===== src/rtl/button_bank_debouncer_pkg.sv =====
// Shared types and default timing constants for the push-button front end (100 MHz clock).
package btn_pkg;

    localparam int DEBOUNCE_1MS = 32'd100_000;
    localparam int LONG_1S      = 32'd100_000_000;
    localparam int REPEAT_100MS = 32'd10_000_000;

    localparam logic [1:0] ST_IDLE = 2'd0;
    localparam logic [1:0] ST_HELD = 2'd1;
    localparam logic [1:0] ST_LONG = 2'd2;

    typedef enum logic [1:0] {
        IDLE = ST_IDLE,
        HELD = ST_HELD,
        LONG = ST_LONG
    } hold_state_t;

    // Pin level that means "not pressed" for the given polarity.
    function automatic logic idle_pin_level(input int active_low);
        return (active_low != 32'sd0) ? 1'b1 : 1'b0;
    endfunction

endpackage


===== src/rtl/button_bank_debouncer_channel.sv =====
// One button channel: 2-FF synchroniser, debounce counter and press/long hold FSM.
// With AUTO_REPEAT_EN defined, a held button in LONG re-emits press_evt every REPEAT_PERIOD cycles.
module btn_channel
    import btn_pkg::*;
#(
    parameter int DEBOUNCE_CYCLES = DEBOUNCE_1MS,
    parameter int LONG_CYCLES     = LONG_1S,
    parameter int ACTIVE_LOW      = 32'sd1,
    parameter int REPEAT_PERIOD   = REPEAT_100MS
) (
    input  logic clk_100mhz,
    input  logic reset,
    input  logic btn_pin,
    output logic btn_level,
    output logic press_evt,
    output logic release_evt,
    output logic long_evt
);

    localparam int  DW       = $clog2(DEBOUNCE_CYCLES + 1);
    localparam int  HW       = $clog2(LONG_CYCLES + 1);
    localparam logic IDLE_PIN = idle_pin_level(ACTIVE_LOW);

    if ((DEBOUNCE_CYCLES < 1) || (LONG_CYCLES < 2) || (REPEAT_PERIOD < 1)) begin : g_param_check
        $error("btn_channel: illegal timing parameters");
    end

    logic          sync1_r;
    logic          sync2_r;
    logic          pressed_s;
    logic [DW-1:0] db_cnt_r;
    logic          level_r;
    hold_state_t   state_r;
    logic [HW-1:0] hold_cnt_r;
    logic          press_r;
    logic          release_r;
    logic          long_r;
`ifdef AUTO_REPEAT_EN
    localparam int RW = $clog2(REPEAT_PERIOD + 1);
    logic [RW-1:0] rep_cnt_r;
`endif

    // Two-flop synchroniser, reset to the idle pin level so reset never looks like a press.
    always_ff @(posedge clk_100mhz) begin
        if (reset) begin
            sync1_r <= IDLE_PIN;
            sync2_r <= IDLE_PIN;
        end else begin
            sync1_r <= btn_pin;
            sync2_r <= sync1_r;
        end
    end

    assign pressed_s = sync2_r ^ IDLE_PIN;

    // Debounce: a differing level must persist DEBOUNCE_CYCLES consecutive cycles to be accepted.
    always_ff @(posedge clk_100mhz) begin
        if (reset) begin
            db_cnt_r <= {DW{1'b0}};
            level_r  <= 1'b0;
        end else if (pressed_s == level_r) begin
            db_cnt_r <= {DW{1'b0}};
        end else if (db_cnt_r == DW'(DEBOUNCE_CYCLES - 1)) begin
            level_r  <= pressed_s;
            db_cnt_r <= {DW{1'b0}};
        end else begin
            db_cnt_r <= db_cnt_r + DW'(1);
        end
    end

    // Hold FSM; a release always takes priority over a long or repeat event in the same cycle.
    always_ff @(posedge clk_100mhz) begin
        if (reset) begin
            state_r    <= IDLE;
            hold_cnt_r <= {HW{1'b0}};
            press_r    <= 1'b0;
            release_r  <= 1'b0;
            long_r     <= 1'b0;
`ifdef AUTO_REPEAT_EN
            rep_cnt_r  <= {RW{1'b0}};
`endif
        end else begin
            press_r   <= 1'b0;
            release_r <= 1'b0;
            long_r    <= 1'b0;
            case (state_r)
                IDLE: begin
                    if (level_r) begin
                        press_r    <= 1'b1;
                        hold_cnt_r <= {HW{1'b0}};
                        state_r    <= HELD;
                    end
                end
                HELD: begin
                    if (!level_r) begin
                        release_r  <= 1'b1;
                        hold_cnt_r <= {HW{1'b0}};
                        state_r    <= IDLE;
                    end else if (hold_cnt_r == HW'(LONG_CYCLES - 1)) begin
                        long_r     <= 1'b1;
                        state_r    <= LONG;
`ifdef AUTO_REPEAT_EN
                        rep_cnt_r  <= {RW{1'b0}};
`endif
                    end else begin
                        hold_cnt_r <= hold_cnt_r + HW'(1);
                    end
                end
                LONG: begin
                    if (!level_r) begin
                        release_r  <= 1'b1;
                        hold_cnt_r <= {HW{1'b0}};
                        state_r    <= IDLE;
`ifdef AUTO_REPEAT_EN
                        rep_cnt_r  <= {RW{1'b0}};
                    end else if (rep_cnt_r == RW'(REPEAT_PERIOD - 1)) begin
                        press_r    <= 1'b1;
                        rep_cnt_r  <= {RW{1'b0}};
                    end else begin
                        rep_cnt_r  <= rep_cnt_r + RW'(1);
`endif
                    end
                end
                default: begin
                    state_r    <= IDLE;
                    hold_cnt_r <= {HW{1'b0}};
                end
            endcase
        end
    end

    assign btn_level   = level_r;
    assign press_evt   = press_r;
    assign release_evt = release_r;
    assign long_evt    = long_r;

endmodule


===== src/rtl/button_bank_debouncer.sv =====
// N-channel push-button front end: one btn_channel per pin plus a combined any_evt flag.
// Optional feature macro: AUTO_REPEAT_EN (press_evt auto-repeat while a button is long-held).
module button_bank_debouncer
    import btn_pkg::*;
#(
    parameter int N_BTN           = 32'sd4,
    parameter int DEBOUNCE_CYCLES = DEBOUNCE_1MS,
    parameter int LONG_CYCLES     = LONG_1S,
    parameter int ACTIVE_LOW      = 32'sd1,
    parameter int REPEAT_PERIOD   = REPEAT_100MS
) (
    input  logic             clk_100mhz,
    input  logic             reset,
    input  logic [N_BTN-1:0] btn_in,
    output logic [N_BTN-1:0] btn_level,
    output logic [N_BTN-1:0] press_evt,
    output logic [N_BTN-1:0] release_evt,
    output logic [N_BTN-1:0] long_evt,
    output logic             any_evt
);

    for (genvar i = 0; i < N_BTN; i++) begin : g_ch
        btn_channel #(
            .DEBOUNCE_CYCLES (DEBOUNCE_CYCLES),
            .LONG_CYCLES     (LONG_CYCLES),
            .ACTIVE_LOW      (ACTIVE_LOW),
            .REPEAT_PERIOD   (REPEAT_PERIOD)
        ) u_ch (
            .clk_100mhz  (clk_100mhz),
            .reset       (reset),
            .btn_pin     (btn_in[i]),
            .btn_level   (btn_level[i]),
            .press_evt   (press_evt[i]),
            .release_evt (release_evt[i]),
            .long_evt    (long_evt[i])
        );
    end

    // Event pulses are already registered, so this OR is aligned with them.
    assign any_evt = |(press_evt | release_evt | long_evt);

endmodule


===== config.mk =====
export PLATFORM = sky130hd
export DESIGN_NAME = button_bank_debouncer
export DESIGN_NICKNAME = d
export VERILOG_FILES = /design/src/rtl/button_bank_debouncer_pkg.sv /design/src/rtl/button_bank_debouncer_channel.sv /design/src/rtl/button_bank_debouncer.sv
export SDC_FILE = /design/constraint.sdc
export NUM_CORES = 1
export LEC_CHECK = 0
export ABC_AREA = 1
export BUFFER_PORTS_ARGS = -buffer_cell sky130_fd_sc_hd__buf_2
export CAP_MARGIN = 20
export CORE_MARGIN = 3
export CORE_UTILIZATION = 40
export CTS_BUF_LIST = sky130_fd_sc_hd__clkbuf_4 sky130_fd_sc_hd__clkbuf_8 sky130_fd_sc_hd__clkbuf_16
export DETAILED_ROUTE_END_ITERATION = 10
export HOLD_SLACK_MARGIN = 0.05
export SYNTH_ARGS = -nofsm -noshare
export SYNTH_HDL_FRONTEND = slang
export SYNTH_SLANG_ARGS = --single-unit

===== constraint.sdc =====
create_clock -name clk_100mhz -period 2.11 [get_ports clk_100mhz]
set_clock_uncertainty 0.15 [all_clocks]
set_input_delay 0 -clock clk_100mhz [delete_from_list [all_inputs] [get_ports clk_100mhz]]
set_output_delay 0 -clock clk_100mhz [all_outputs]
set_load 0.03 [all_outputs]

# ---- Word-level counts from Yosys, hierarchy flattened
# Cells that the tools add are included.
dict set report totals {
  word_cells 195
  reg_bits 208
}
dict set report classes {
  reduce_logical 37
  bitwise 26
  add_sub_neg 8
  mux 52
  eq_ne 36
}
# operator count
set op_table {}
lappend op_table {{$mux W27} 16}
lappend op_table {{$pmux W27 S3} 4}
lappend op_table {{$add A27 B1 Y27 const B} 4}
lappend op_table {{$eq A27 B27 Y1 const B} 4}
lappend op_table {{$add A17 B1 Y17 const B} 4}
lappend op_table {{$eq A17 B17 Y1 const B} 4}
lappend op_table {{$mux W2} 16}
lappend op_table {{$ne A3 B3 Y1 const B} 8}
lappend op_table {{$not A1 Y1} 24}
lappend op_table {{$pmux W2 S3} 4}
lappend op_table {{$reduce_and A3 Y1} 8}
lappend op_table {{$reduce_or A2 Y1} 12}
lappend op_table {{$reduce_or A3 Y1} 8}
lappend op_table {{$mux W1} 12}
lappend op_table {{$eq A2 B1 Y1 const B} 4}
lappend op_table {{$eq A2 B2 Y1 const B} 4}
lappend op_table {{$logic_not A2 Y1} 4}
lappend op_table {{$ne A2 B1 Y1 const B} 4}
lappend op_table {{$ne A2 B2 Y1 const B} 4}
lappend op_table {{$or A4 B4 Y4} 2}
lappend op_table {{$reduce_and A2 Y1} 4}
lappend op_table {{$eq A1 B1 Y1} 4}
lappend op_table {{$reduce_or A4 Y1} 1}

# ---- Logic depth before layout (Yosys ltp)
# Gate-level depths: netlist (run 1).
dict set report depth {
  depth_word 4
  ltp_mapped 12
}

# ---- Modules after synthesis
# A second synthesis (run 1) with hierarchy kept.
dict set report hier_totals {
  cells_unflattened 1873
  hier_area_um2 11807.6
}
# mod cells_per_inst seq_area_each_um2 area_per_inst_um2 instances
set modules_own_cells {}
lappend modules_own_cells {{btn_channel (g_ch[0].u_ch ...)} 459 1041.0 2896.5 2}
lappend modules_own_cells {{btn_channel (g_ch[3].u_ch)} 481 1041.0 3019.1 1}
lappend modules_own_cells {{btn_channel (g_ch[1].u_ch)} 463 1041.0 2951.6 1}
lappend modules_own_cells {button_bank_debouncer 11 0.0 43.8 1}

# ---- Worst setup path before layout (run 1)
# No wires, ideal clock.
dict set report synth_path {
  path_kind {reg2reg}
  start {register g_ch[1].u_ch.hold_cnt_r[0]}
  end {register g_ch[1].u_ch.hold_cnt_r[1]}
  t_required_ns 1.832
  period_less_slack_ns 1.786
  setup_ns 0.128
  n_path_buf 1
  path_slack_ns 0.324
  path_stages_with_launch 12
  arrival_time_ns 1.508
  cell_sequence {dfxtp_1 -> ha_1 -> inv_1 -> nor2_1 -> nand2_1 -> nor2_1 -> nand3_1 -> nand2_1 -> inv_2 -> buf_2 -> o21ai_1 -> nor2_1}
}
dict set report synth_between {
  elab_chain_len 4
  word_cells_on_any_way 7
}
# item line
set synth_rtl {}
lappend synth_rtl {{from (decl)} button_bank_debouncer_channel.sv:34} ;# logic [HW-1:0] hold_cnt_r;
lappend synth_rtl {{from (signal assigned)} button_bank_debouncer_channel.sv:75} ;# hold_cnt_r <= {HW{1'b0}};
lappend synth_rtl {{from (signal assigned)} button_bank_debouncer_channel.sv:90} ;# hold_cnt_r <= {HW{1'b0}};
lappend synth_rtl {{from (signal assigned)} button_bank_debouncer_channel.sv:97} ;# hold_cnt_r <= {HW{1'b0}};
lappend synth_rtl {{$add A27 B1 Y27} button_bank_debouncer_channel.sv:106} ;# hold_cnt_r <= hold_cnt_r + HW'(1);
lappend synth_rtl {{$mux W27} button_bank_debouncer_channel.sv:99} ;# end else if (hold_cnt_r == HW'(LONG_CYCLES - 1)) begin
lappend synth_rtl {{$mux W27} button_bank_debouncer_channel.sv:95} ;# if (!level_r) begin
lappend synth_rtl {{$pmux W27 S3} button_bank_debouncer_channel.sv:86} ;# case (state_r)
# Several ways; a longest one is shown, not always the timed one. The select of a mux whose other input is x is not followed.
# A chain may end at the register's enable or synchronous reset.

# ---- Final worst setup path (run 1)
dict set report layout_path {
  start {register g_ch[2].u_ch.db_cnt_r[0]}
  end {register g_ch[2].u_ch.db_cnt_r[6]}
}
dict set report layout_between {
  elab_chain_len 2
  word_cells_on_any_way 3
}
# item line
set layout_rtl {}
lappend layout_rtl {{from (decl)} button_bank_debouncer_channel.sv:31} ;# logic [DW-1:0] db_cnt_r;
lappend layout_rtl {{from (signal assigned)} button_bank_debouncer_channel.sv:59} ;# db_cnt_r <= {DW{1'b0}};
lappend layout_rtl {{from (signal assigned)} button_bank_debouncer_channel.sv:62} ;# db_cnt_r <= {DW{1'b0}};
lappend layout_rtl {{from (signal assigned)} button_bank_debouncer_channel.sv:65} ;# db_cnt_r <= {DW{1'b0}};
lappend layout_rtl {{parallel branches: the longest is 2 deep, another holds $add A17 B1 Y17} n/a}
# Parallel ways; which one is timed is not known.

==> results.json, run 1 <==
{
  "drive_above_1_share_pct": 9.496,
  "drt_pass1_iterations": 5,
  "synth_top_area_share_pct": 35.94,
  "viasPerCell": 4.856,
  "drt_wl_total_um": 27330,
  "synth-seq-cells": 208,
  "fin_area_sq_um": 13270,
  "yosysUniqueCellTypes": 40,
  "routedWlPerCell_um": 11.97,
  "finalHoldViolCount": 0,
  "switchingPower_w": 0.001787,
  "area_growth_pct": 14.55,
  "hold_path.class": "in2reg",
  "ios": 23,
  "netlist_instances": 1839,
  "fp.dieH_um": 176.2,
  "route.detailed.drc": 0,
  "yosys.area.top_type": "dfxtp_1",
  "syn_nets": 1869,
  "setup_violations": 0,
  "slew_viol_final": 0,
  "numPortBuffers": 22,
  "rows": 61,
  "worstPathRequired_ns": 2.40,
  "ctsLongestPathBuffers": 3,
  "ff_latch_area_sq_um": 4168,
  "core-area_sq_um": 28160,
  "yosys_warnings": 0,
  "vias": 11091,
  "post-dp-hpwl_um": 19590,
  "die_area_sq_um": 31040,
  "reg2reg_slack_ns": 0.19,
  "overflow": 0,
  "power.density_nw_per_um2": 657.9,
  "async_flop_share_pct": 0,
  "p_leak_nw": 4.991,
  "hold_slack_ns": 0.07235,
  "synth_area_leaders": "dfxtp_1, nand2_1, nor2_1",
  "pwr-share-clk_pct": 53.4,
  "maxCapViolations": 0,
  "r2r-end": "g_ch[2].u_ch.db_cnt_r[6]",
  "status": "completed",
  "min_period_over_period_pct": 91.15,
  "endpoint_kind": "flip-flop",
  "p_int_w": 0.006944,
  "worst_pin_slew_ns": 0.6057,
  "synth_common_cells": "nand2_1, nor2_1, inv_1",
  "start_util_pct": 41.14,
  "cts-root-buf": "clkbuf_16",
  "cp_data_arrival_time_ns": 2.21,
  "power_frac_comb_pct": 1.5,
  "tritoncts": "built",
  "swShare_pct": 20.47,
  "synth_flop_cell": "dfxtp_1",
  "gp_congestion": 0.8781,
  "antenna_cells": 0,
  "postSynthAreaPerCell_sq_um": 6.300,
  "nFillCells": 2891,
  "worst-path-max-fanout": 10,
  "cp-startpoint": "g_ch[2].u_ch.db_cnt_r[0]",
  "track_usage_pct": 17.41,
  "period_minus_slack_ns": 1.923,
  "ir_drop_mv": 0.4876,
  "worst_setup_path_start_kind": "flip-flop",
  "fin_nets": 1918,
  "die_w_um": 176.2,
  "setup-tns-final_ns": 0,
  "crit_end": "g_ch[2].u_ch.db_cnt_r[6]",
  "placed_area_sq_um": 12190,
  "seq_area_frac_synth_pct": 35.94,
  "cts_made_buffers": 25,
  "htree_num_levels": 1,
  "setup.worst_path.class": "reg2reg",
  "drtIter0Drc": 758,
  "grt_first_pass_wirelength_um": 46690,
  "clk_latency_ns": 0.51,
  "antenna_found_initial": 0,
  "worst_r2r_path_depth": 8,
  "drtAntennaViolNets": 0,
  "fmax_ghz": 0.5200,
  "grt_pass1_vias": 10226,
  "multi_input_area_sq_um": 6073,
  "p_seq_share_pct": 45.1,
  "syn-cell-area_sq_um": 11590,
  "cts.sinks": 208,
  "synth.most_common_cell": "nand2_1",
  "timing.rr.start": "g_ch[2].u_ch.db_cnt_r[0]",
  "synth_edf_count": 0,
  "cts.clk_slew.worst_paths_ns": 0.06,
  "grt_max_degree": 48,
  "relSlewSlack_pct": 59.47
}
## power by group through the flow
| stage | Sequential (W) | Combinational [W] | Clock [W] |
|---|---|---|---|
| 2_1_floorplan | 0.00403 | 0.0000780 | 0 |
| 3_3_place_gp | 0.00403 | 0.000116 | 0 |
| 3_5_place_dp | 0.00403 | 0.000117 | 0 |
| 4_1_cts | 0.00394 | 0.000126 | 0.00479 |
| 5_1_grt | 0.00394 | 0.000148 | 0.00494 |
| 6_report | 0.00394 | 0.000131 | 0.00466 |
## critical path: stages (launching register included)
cell and delay [ns]:
dfxtp_1 0.32, ha_1 0.21, nand2_1 0.08, nor2_1 0.06, inv_1 0.09, nor3_2 0.06
nor2_1 0.47, inv_2 0.22, nor3_1 0.18
## layout make-up
| type | count | share of cell area, % |
|---|---|---|
| clock buffer | 30 | 4.997 |
| clock inverter | 15 | 1.697 |
| inverter | 288 | 8.174 |
| multi-input combinational | 1285 | 45.76 |
| sequential | 208 | 31.40 |
| tap | 378 | 3.564 |
| timing repair buffer | 78 | 4.290 |
| timing repair inverter | 2 | 0.1131 |
## metal layers
metal / GRT usage (%) / up-vias / part of all wire [%] / wire (um)
li1: - / 5903 / - / -
met1: 24.61 / 4966 / 50 / 13700
met2: 28.42 / 189 / 44 / 12110
met3: 2.129 / 33 / 4.0 / 1089
met4: 4.058 / 0 / 1.6 / 432
met5: 0 / - / 0 / 0
## cell families after synthesis
logic type,after synthesis,share of synthesized area [%]
fa+ha+maj,24,2.592
flops,208,35.94
simple gates,1098,41.09
buf+inv,346,12.21
xor+xnor,16,1.210
compound gates,147,6.955
## cells in the final DEF, fill, tap and decap left out, drive strengths merged, types with 24 or more instances in the layout
master  instances
a21oi          65
buf            72
clkbuf         30
clkinv         26
dfxtp         208
ha             24
inv           270
nand2         436
nand3         151
nand4          67
nor2          345
nor3           61
o21ai          57
## how the worst min path moves through the flow
stage	start	to	slack (ns)	depth (start not counted)
after floorplan	btn_in[0]	g_ch[0].u_ch.sync1_r	-0.05	1
after global placement	btn_in[2]	g_ch[2].u_ch.sync1_r	0.04	2
after detailed placement	btn_in[2]	g_ch[2].u_ch.sync1_r	0.04	2
after CTS	btn_in[0]	g_ch[0].u_ch.sync1_r	0.06	3
after global routing	btn_in[0]	g_ch[0].u_ch.sync1_r	0.08	3
final	btn_in[0]	g_ch[0].u_ch.sync1_r	0.07	3
## timing repair
action,4_1_cts,5_1_grt
endpoints found under the setup margin,0,90
gates resized for setup,0,26
buffers inserted,0,5
hold buffers,6,0
hold endpoints to repair,51,0
## sequential cells by signal, summed over array words and instances, names as in the netlist
signal                 flops
g_ch.u_ch.btn_level        4
g_ch.u_ch.db_cnt_r        68
g_ch.u_ch.hold_cnt_r     108
g_ch.u_ch.long_evt         4
g_ch.u_ch.press_evt        4
g_ch.u_ch.release_evt      4
g_ch.u_ch.state_r          8
g_ch.u_ch.sync1_r          4
g_ch.u_ch.sync2_r          4
## through the flow
stage | setup slack, ns | cells | total power [W] | utilization [%]
after floorplan | 0.3241 | 1839 | 0.004105 | -
after global placement | 0.1232 | 2226 | 0.004144 | 43.27
after detailed placement | 0.08537 | 2226 | 0.004145 | 43.27
after CTS | 0.05884 | 2277 | 0.008857 | 46.63
after global routing | -0.002530 | 2284 | 0.009032 | 47.12
final | 0.1868 | 2284 | 0.008731 | 47.12
No activity file was read; power rests on OpenSTA's default activity.
==> inputs of run 2 (changes only) <==
--- a/config.mk
+++ b/config.mk
@@ -5,7 +5,6 @@
 export SDC_FILE = /design/constraint.sdc
 export NUM_CORES = 1
 export LEC_CHECK = 0
-export ABC_AREA = 1
 export BUFFER_PORTS_ARGS = -buffer_cell sky130_fd_sc_hd__buf_2
 export CAP_MARGIN = 20
 export CORE_MARGIN = 3
==> run 2 against run 1 <==
Compared with the run above:
- cell area shrank 5.4%
- sequential share of layout area grew 1.9 points
- first-iteration DRC count is 38% lower
- utilization rose by 4.2 points
- fmax down 10%
- the run now ends with negative setup slack left
- non-clock buffer count grew 72
- synthesized area is 14% lower
- register-to-register slack lost 0.23 ns
- via count is 23% lower
==> results.json, run 2 <==
{
  "synth-seq-cells": 208,
  "worst_pin_slew_ns": 0.5467,
  "ir_drop_mv": 0.4976,
  "synth_flop_cell": "dfxtp_1",
  "drt_pass1_iterations": 4,
  "die_w_um": 164.2,
  "reg2reg_slack_ns": -0.04,
  "hold_slack_ns": 0.08641,
  "gp_congestion": 0.8070,
  "netlist_instances": 1171,
  "setup_violations": 3,
  "core-area_sq_um": 24460,
  "htree_num_levels": 1,
  "grt_max_degree": 29,
  "yosys_warnings": 0,
  "cts.sinks": 208,
  "largest_reg_flops": 108,
  "grt_pass1_vias": 8109,
  "worstPathRequired_ns": 2.40,
  "dp_cells": 1557,
  "drt_wl_total_um": 22840,
  "antenna_cells": 0,
  "setup-tns-final_ns": -0.06866,
  "vias": 8582,
  "cts-root-buf": "clkbuf_16",
  "yosys.area.top_type": "dfxtp_1",
  "largest_registers": "g_ch.u_ch.hold_cnt_r: 108 flops, g_ch.u_ch.db_cnt_r: 68 flops, g_ch.u_ch.state_r: 8 flops",
  "layout_commonest_cell": "dfxtp_1",
  "cpMaxStageDelayCell": "or4b_2",
  "power.density_nw_per_um2": 708.7,
  "ios": 23,
  "synth_edf_count": 0,
  "async_flop_share_pct": 0,
  "crit_chain": "inv_2 -> ha_4 -> mux2i_4 -> nand4_4 -> nor3_2 -> or4b_2 -> a21oi_1",
  "maxCapViolations": 0,
  "clk_latency_ns": 0.51,
  "worst_slack_ns": -0.03821,
  "fp.dieH_um": 164.2,
  "ctsLongestPathBuffers": 3,
  "hold_path.class": "in2reg",
  "numPortBuffers": 22,
  "drive_above_1_share_pct": 23.07,
  "rsz0062_at_grt": "true",
  "overflow": 0,
  "fin_cells": 1620,
  "synth_area_leaders": "dfxtp_1, xor2_1, nor2_1",
  "ff_latch_area_sq_um": 4185,
  "post-dp-hpwl_um": 15360,
  "finalHoldViolCount": 0,
  "fmax_ghz": 0.4655,
  "yosysUniqueCellTypes": 58,
  "die_area_sq_um": 26950,
  "drtIter0Drc": 467,
  "syn-cell-area_sq_um": 10010,
  "setup.worst_path.class": "reg2reg",
  "start_util_pct": 40.91,
  "slowest_delay_ns": 0.61,
  "synth.most_common_cell": "dfxtp_1",
  "synth_top_area_share_pct": 41.61,
  "antenna_found_initial": 0,
  "postSynthAreaPerCell_sq_um": 8.546,
  "route.detailed.drc": 0,
  "nFillCells": 2285,
  "track_usage_pct": 16.49,
  "period_minus_slack_ns": 2.148,
  "fin_nets": 1309,
  "seq_area_frac_synth_pct": 41.61,
  "largest_register": "g_ch.u_ch.hold_cnt_r",
  "slew_viol_final": 0,
  "tritoncts": "built",
  "layout_common_cells": "dfxtp_1, nor2_1, buf_4, nand3_1, nand2_1",
  "synth_common_cells": "dfxtp_1, nor2_1, nand3_1",
  "multi_input_area_sq_um": 5847,
  "cts_made_buffers": 24,
  "area_growth_pct": 25.47,
  "cp_data_arrival_time_ns": 2.44,
  "status": "finished with violations",
  "cts.clk_slew.worst_paths_ns": 0.06,
  "relSlewSlack_pct": 63.55,
  "routedWlPerCell_um": 14.10,
  "drtAntennaViolNets": 0,
  "viasPerCell": 5.298,
  "endpoint_kind": "flip-flop",
  "grt_first_pass_wirelength_um": 38010,
  "min_period_over_period_pct": 101.8,
  "rows": 57,
  "worst_setup_path_start_kind": "flip-flop",
  "violations": "negative setup slack",
  "p_leak_nw": 4.367,
  "syn_nets": 1201,
  "worst-path-max-fanout": 6
}
[run 2: kinds of logic after synthesis]
logic type      Yosys count  synth area share (%)
mux                      15                 1.725
flops                   208                 41.61
buf+inv                  94                 4.313
fa+ha+maj                24                 3.001
simple gates            570                 31.46
xor+xnor                 96                 8.402
compound gates          164                 9.490
[run 2: routing by layer]
| metal | wire length [um] | global-route usage, % | vias to the layer above | share of wire [%] |
|---|---|---|---|---|
| met2 | 10670 | 27.00 | 119 | 47 |
| met5 | 0 | 0 | - | 0 |
| met3 | 753 | 2.673 | 45 | 3.3 |
| met4 | 641 | 5.498 | 0 | 2.8 |
| li1 | - | - | 4412 | - |
| met1 | 10770 | 22.14 | 4006 | 47 |
[run 2: cell type report]
cell class	count	area share [%]
Clock inverter	7	0.6776
Clock buffer	36	6.139
Timing Repair Buffer	150	9.258
Tap cell	324	3.229
Sequential cell	208	33.33
Multi-Input combinational cell	869	46.57
Inverter	26	0.7972
[run 2: critical path, delay by kind of cell, from the launching register on]
| kind | cells | cell delay, ns |
|---|---|---|
| simple gates | 3 | 1.03 |
| flops | 1 | 0.35 |
| mux | 1 | 0.18 |
| fa+ha+maj | 1 | 0.16 |
| compound gates | 1 | 0.15 |
| buf+inv | 1 | 0.06 |
[run 2: power breakdown]
group          switching (W)  leakage [nW]  internal [W]
Sequential         0.0000199          1.69       0.00396
Clock                0.00163         0.432       0.00275
Combinational       0.000325          2.25      0.000215
Total                0.00198          4.37       0.00692
[run 2: per-stage QoR]
stage / power [W] / worst slack (ns) / util [%] / instance area [sq um]
finish: 0.008898 / -0.03821 / 51.33 / 12560
global route: 0.009210 / -0.1173 / 51.33 / 12560
CTS: 0.008990 / 0.0001372 / 49.39 / 12080
detailed placement: 0.004560 / -0.04622 / 45.35 / 11090
global placement: 0.004557 / -0.0003721 / 45.35 / 11090
floorplan: 0.004353 / -0.02746 / - / 10050
[run 2: repair_timing]
action / 4_1_cts / 5_1_grt
cloned: 0 / 4
hold buffers: 8 / 0
endpoints found under the setup margin: 15 / 86
setup buffers: 2 / 6
pin swaps: 2 / 23
endpoints found under the hold margin: 27 / 0
resized for setup: 13 / 100
[run 2: final timing paths]
check | start | to | depth (start not counted)
min | btn_in[3] | g_ch[3].u_ch.sync1_r | 3
max reg2reg | g_ch[2].u_ch.state_r[1] | g_ch[2].u_ch.hold_cnt_r[19] | 7
min reg2reg | g_ch[1].u_ch.sync1_r | g_ch[1].u_ch.sync2_r | 1
max | g_ch[2].u_ch.state_r[1] | g_ch[2].u_ch.hold_cnt_r[19] | 7
==> inputs of run 3 (changes only) <==
--- a/config.mk
+++ b/config.mk
@@ -7,6 +7,7 @@
 export LEC_CHECK = 0
 export BUFFER_PORTS_ARGS = -buffer_cell sky130_fd_sc_hd__buf_2
 export CAP_MARGIN = 20
+export CORE_ASPECT_RATIO = 0.7
 export CORE_MARGIN = 3
 export CORE_UTILIZATION = 40
 export CTS_BUF_LIST = sky130_fd_sc_hd__clkbuf_4 sky130_fd_sc_hd__clkbuf_8 sky130_fd_sc_hd__clkbuf_16
@@ -14,4 +15,5 @@
 export HOLD_SLACK_MARGIN = 0.05
 export SYNTH_ARGS = -nofsm -noshare
 export SYNTH_HDL_FRONTEND = slang
+export SYNTH_HIERARCHICAL = 1
 export SYNTH_SLANG_ARGS = --single-unit
==> run 3 against run 2 <==
Compared with the run above:
- the flow still finishes with violations (negative setup slack)
- register-to-register slack got worse by 0.19 ns
- sequential share of layout area decreased by 3.8 points
- via count increased by 16%
- clock power decreased by 11%
- sequential power about the same
- critical path type unchanged
- largest cell class unchanged
==> results.json, run 3 <==
{
  "status": "finished with violations",
  "violations": "negative setup slack",
  "power.total_w": 0.008446,
  "routedWlPerCell_um": 15.34,
  "post-dp-hpwl_um": 17800,
  "ir_drop_mv": 0.5560,
  "worst_pin_slew_ns": 0.5856,
  "cts.sinks": 208,
  "postSynthAreaPerCell_sq_um": 8.308,
  "syn_nets": 1246,
  "largest_register": "g_ch.u_ch/hold_cnt_r",
  "fin_area_sq_um": 14190,
  "antenna_found_initial": 0,
  "fin_cells": 1808,
  "seq_area_frac_synth_pct": 41.08,
  "power.density_nw_per_um2": 595.2,
  "netlist_instances": 1220,
  "ctsLongestPathBuffers": 3,
  "gp_congestion": 0.8561,
  "layout_common_cells": "buf_4, dfxtp_1, nor2_1, nand2_1, nand3_1",
  "cts.clk_slew.worst_paths_ns": 0.06,
  "vias": 9920,
  "grt_first_pass_wirelength_um": 43970,
  "grt_max_degree": 44,
  "synth_common_cells": "dfxtp_1, nor2_1, a21oi_1",
  "pre_cts_ws_ns": -0.6116,
  "dp_cells": 1718,
  "setup_violations": 102,
  "yosysUniqueCellTypes": 63,
  "worst_setup_path_start_kind": "flip-flop",
  "rsz0062_at_grt": "true",
  "ff_latch_area_sq_um": 4187,
  "drt_wl_total_um": 27740,
  "htree_num_levels": 1,
  "cts-root-buf": "clkbuf_16",
  "cts_made_buffers": 22,
  "utilization_pct": 57.21,
  "drt_pass1_iterations": 5,
  "setup.worst_path.class": "reg2reg",
  "ios": 23,
  "tritoncts": "built",
  "p_leak_nw": 5.101,
  "yosys.area.top_type": "dfxtp_1",
  "async_flop_share_pct": 0,
  "overflow": 0,
  "die_w_um": 196.3,
  "clk_latency_ns": 0.50,
  "period_minus_slack_ns": 2.339,
  "fin_nets": 1495,
  "nFillCells": 2156,
  "viasPerCell": 5.487,
  "area_growth_pct": 40.00,
  "cp_data_arrival_time_ns": 2.58,
  "core-area_sq_um": 24800,
  "largest_registers": "g_ch.u_ch/hold_cnt_r: 108 flops, g_ch.u_ch/db_cnt_r: 68 flops, g_ch.u_ch/state_r: 8 flops",
  "layout_commonest_cell": "buf_4",
  "antenna_cells": 0,
  "synth-seq-cells": 208,
  "min_period_over_period_pct": 110.9,
  "finalHoldViolCount": 0,
  "worst_slack_ns": -0.2290,
  "yosys_warnings": 6,
  "endpoint_kind": "flip-flop",
  "synth_flop_cell": "dfxtp_1",
  "worst-path-max-fanout": 7,
  "route.detailed.drc": 0,
  "largest_reg_flops": 108,
  "synth_top_area_share_pct": 41.08,
  "numPortBuffers": 22,
  "relSlewSlack_pct": 60.66,
  "synth_edf_count": 0,
  "synth_area_leaders": "dfxtp_1, nor2_1, a21oi_1",
  "drive_above_1_share_pct": 33.72,
  "hold_path.class": "in2reg",
  "fmax_ghz": 0.4275,
  "placed_area_sq_um": 12020,
  "rows": 48,
  "drtIter0Drc": 838,
  "fp.dieH_um": 139.2,
  "drtAntennaViolNets": 0,
  "track_usage_pct": 18.65,
  "synth.most_common_cell": "dfxtp_1",
  "maxCapViolations": 0,
  "start_util_pct": 40.86,
  "syn-cell-area_sq_um": 10140,
  "die_area_sq_um": 27320,
  "slew_viol_final": 0,
  "multi_input_area_sq_um": 6614,
  "worstPathRequired_ns": 2.35,
  "grt_pass1_vias": 8947
}
[run 3: changes by cell type in the layout (fill, tap and decap cells not counted), sizes merged, moves of 12 or more]
cell	before	now
and4	21	9
nand2	70	89
or3	48	10
mux2i	10	24
or4	22	8
nor2	136	163
a21oi	71	94
nor3	23	47
xor2	60	32
buf	142	260
a31oi	1	36
[run 3: power breakdown]
part | internal [W] | switching (W) | leakage, nW
Sequential | 0.00395 | 0.0000139 | 1.69
Clock | 0.00233 | 0.00158 | 0.370
Combinational | 0.000230 | 0.000344 | 3.05
Total | 0.00651 | 0.00194 | 5.10
[run 3: metrics by stage]
step           hold WS [ns]  TNS (ns)
2_1_floorplan      -0.04619    -7.214
3_3_place_gp        0.03449    -21.85
3_5_place_dp        0.03750    -26.44
4_1_cts             0.06333    -7.840
5_1_grt             0.09449    -21.94
6_report            0.08741    -9.649
[run 3: worst max-delay path, stage by stage (launching register included)]
cell and delay [ns]:
dfxtp_2 0.32, or4b_4 0.53, or4_4 0.56, o21ai_4 0.18
buf_6 0.16, nor3_2 0.05, a211o_1 0.27
[run 3: final timing paths]
| path | startpoint | endpoint | slack, ns | depth (start not counted) |
|---|---|---|---|---|
| max | g_ch[3].u_ch/hold_cnt_r[19] | g_ch[3].u_ch/hold_cnt_r[17] | -0.23 | 6 |
| min | btn_in[1] | g_ch[1].u_ch/sync1_r | 0.09 | 3 |
| max reg2reg | g_ch[3].u_ch/hold_cnt_r[19] | g_ch[3].u_ch/hold_cnt_r[17] | -0.23 | 6 |
| min reg2reg | g_ch[1].u_ch/sync1_r | g_ch[1].u_ch/sync2_r | 0.26 | 1 |
[run 3: logic make-up (layout without fill, tap and decap cells)]
kind of cell | count (synthesis) | after routing | synth area share, %
AND/OR/NAND/NOR | 599 | 606 | 30.64
AO/OA/AOI/OAI | 225 | 226 | 13.44
flip-flops | 208 | 208 | 41.08
buffers and inverters | 70 | 325 | 3.407
XOR/XNOR | 66 | 66 | 5.703
multiplexers | 32 | 32 | 3.259
adder cells (fa/ha/maj) | 20 | 20 | 2.469
[run 3: area by class of cell]
type	instances	share of cell area, %
clock buffers	33	4.761
well taps	325	2.866
flip-flops and latches	208	29.50
multi-input cells	950	46.61
repair buffers	269	15.43
clock inverters	5	0.3527
inverters	18	0.4761
[run 3: layer usage]
| metal | track usage, % | wire length [um] | vias to the layer above | share of wire, % |
|---|---|---|---|---|
| met3 | 2.793 | 1335 | 36 | 4.8 |
| met2 | 27.13 | 11850 | 243 | 43 |
| li1 | - | - | 4949 | - |
| met4 | 3.787 | 461 | 0 | 1.7 |
| met1 | 29.05 | 14100 | 4692 | 51 |
| met5 | 0 | 0 | - | 0 |
[run 3: repair_timing]
item | 4_1_cts | 5_1_grt
pin swaps | 42 | 66
buffers inserted | 24 | 17
endpoints found under the setup margin | 120 | 136
gates cloned | 5 | 6
resized for setup | 50 | 186
hold endpoints to repair | 38 | 0
hold buffers | 8 | 0
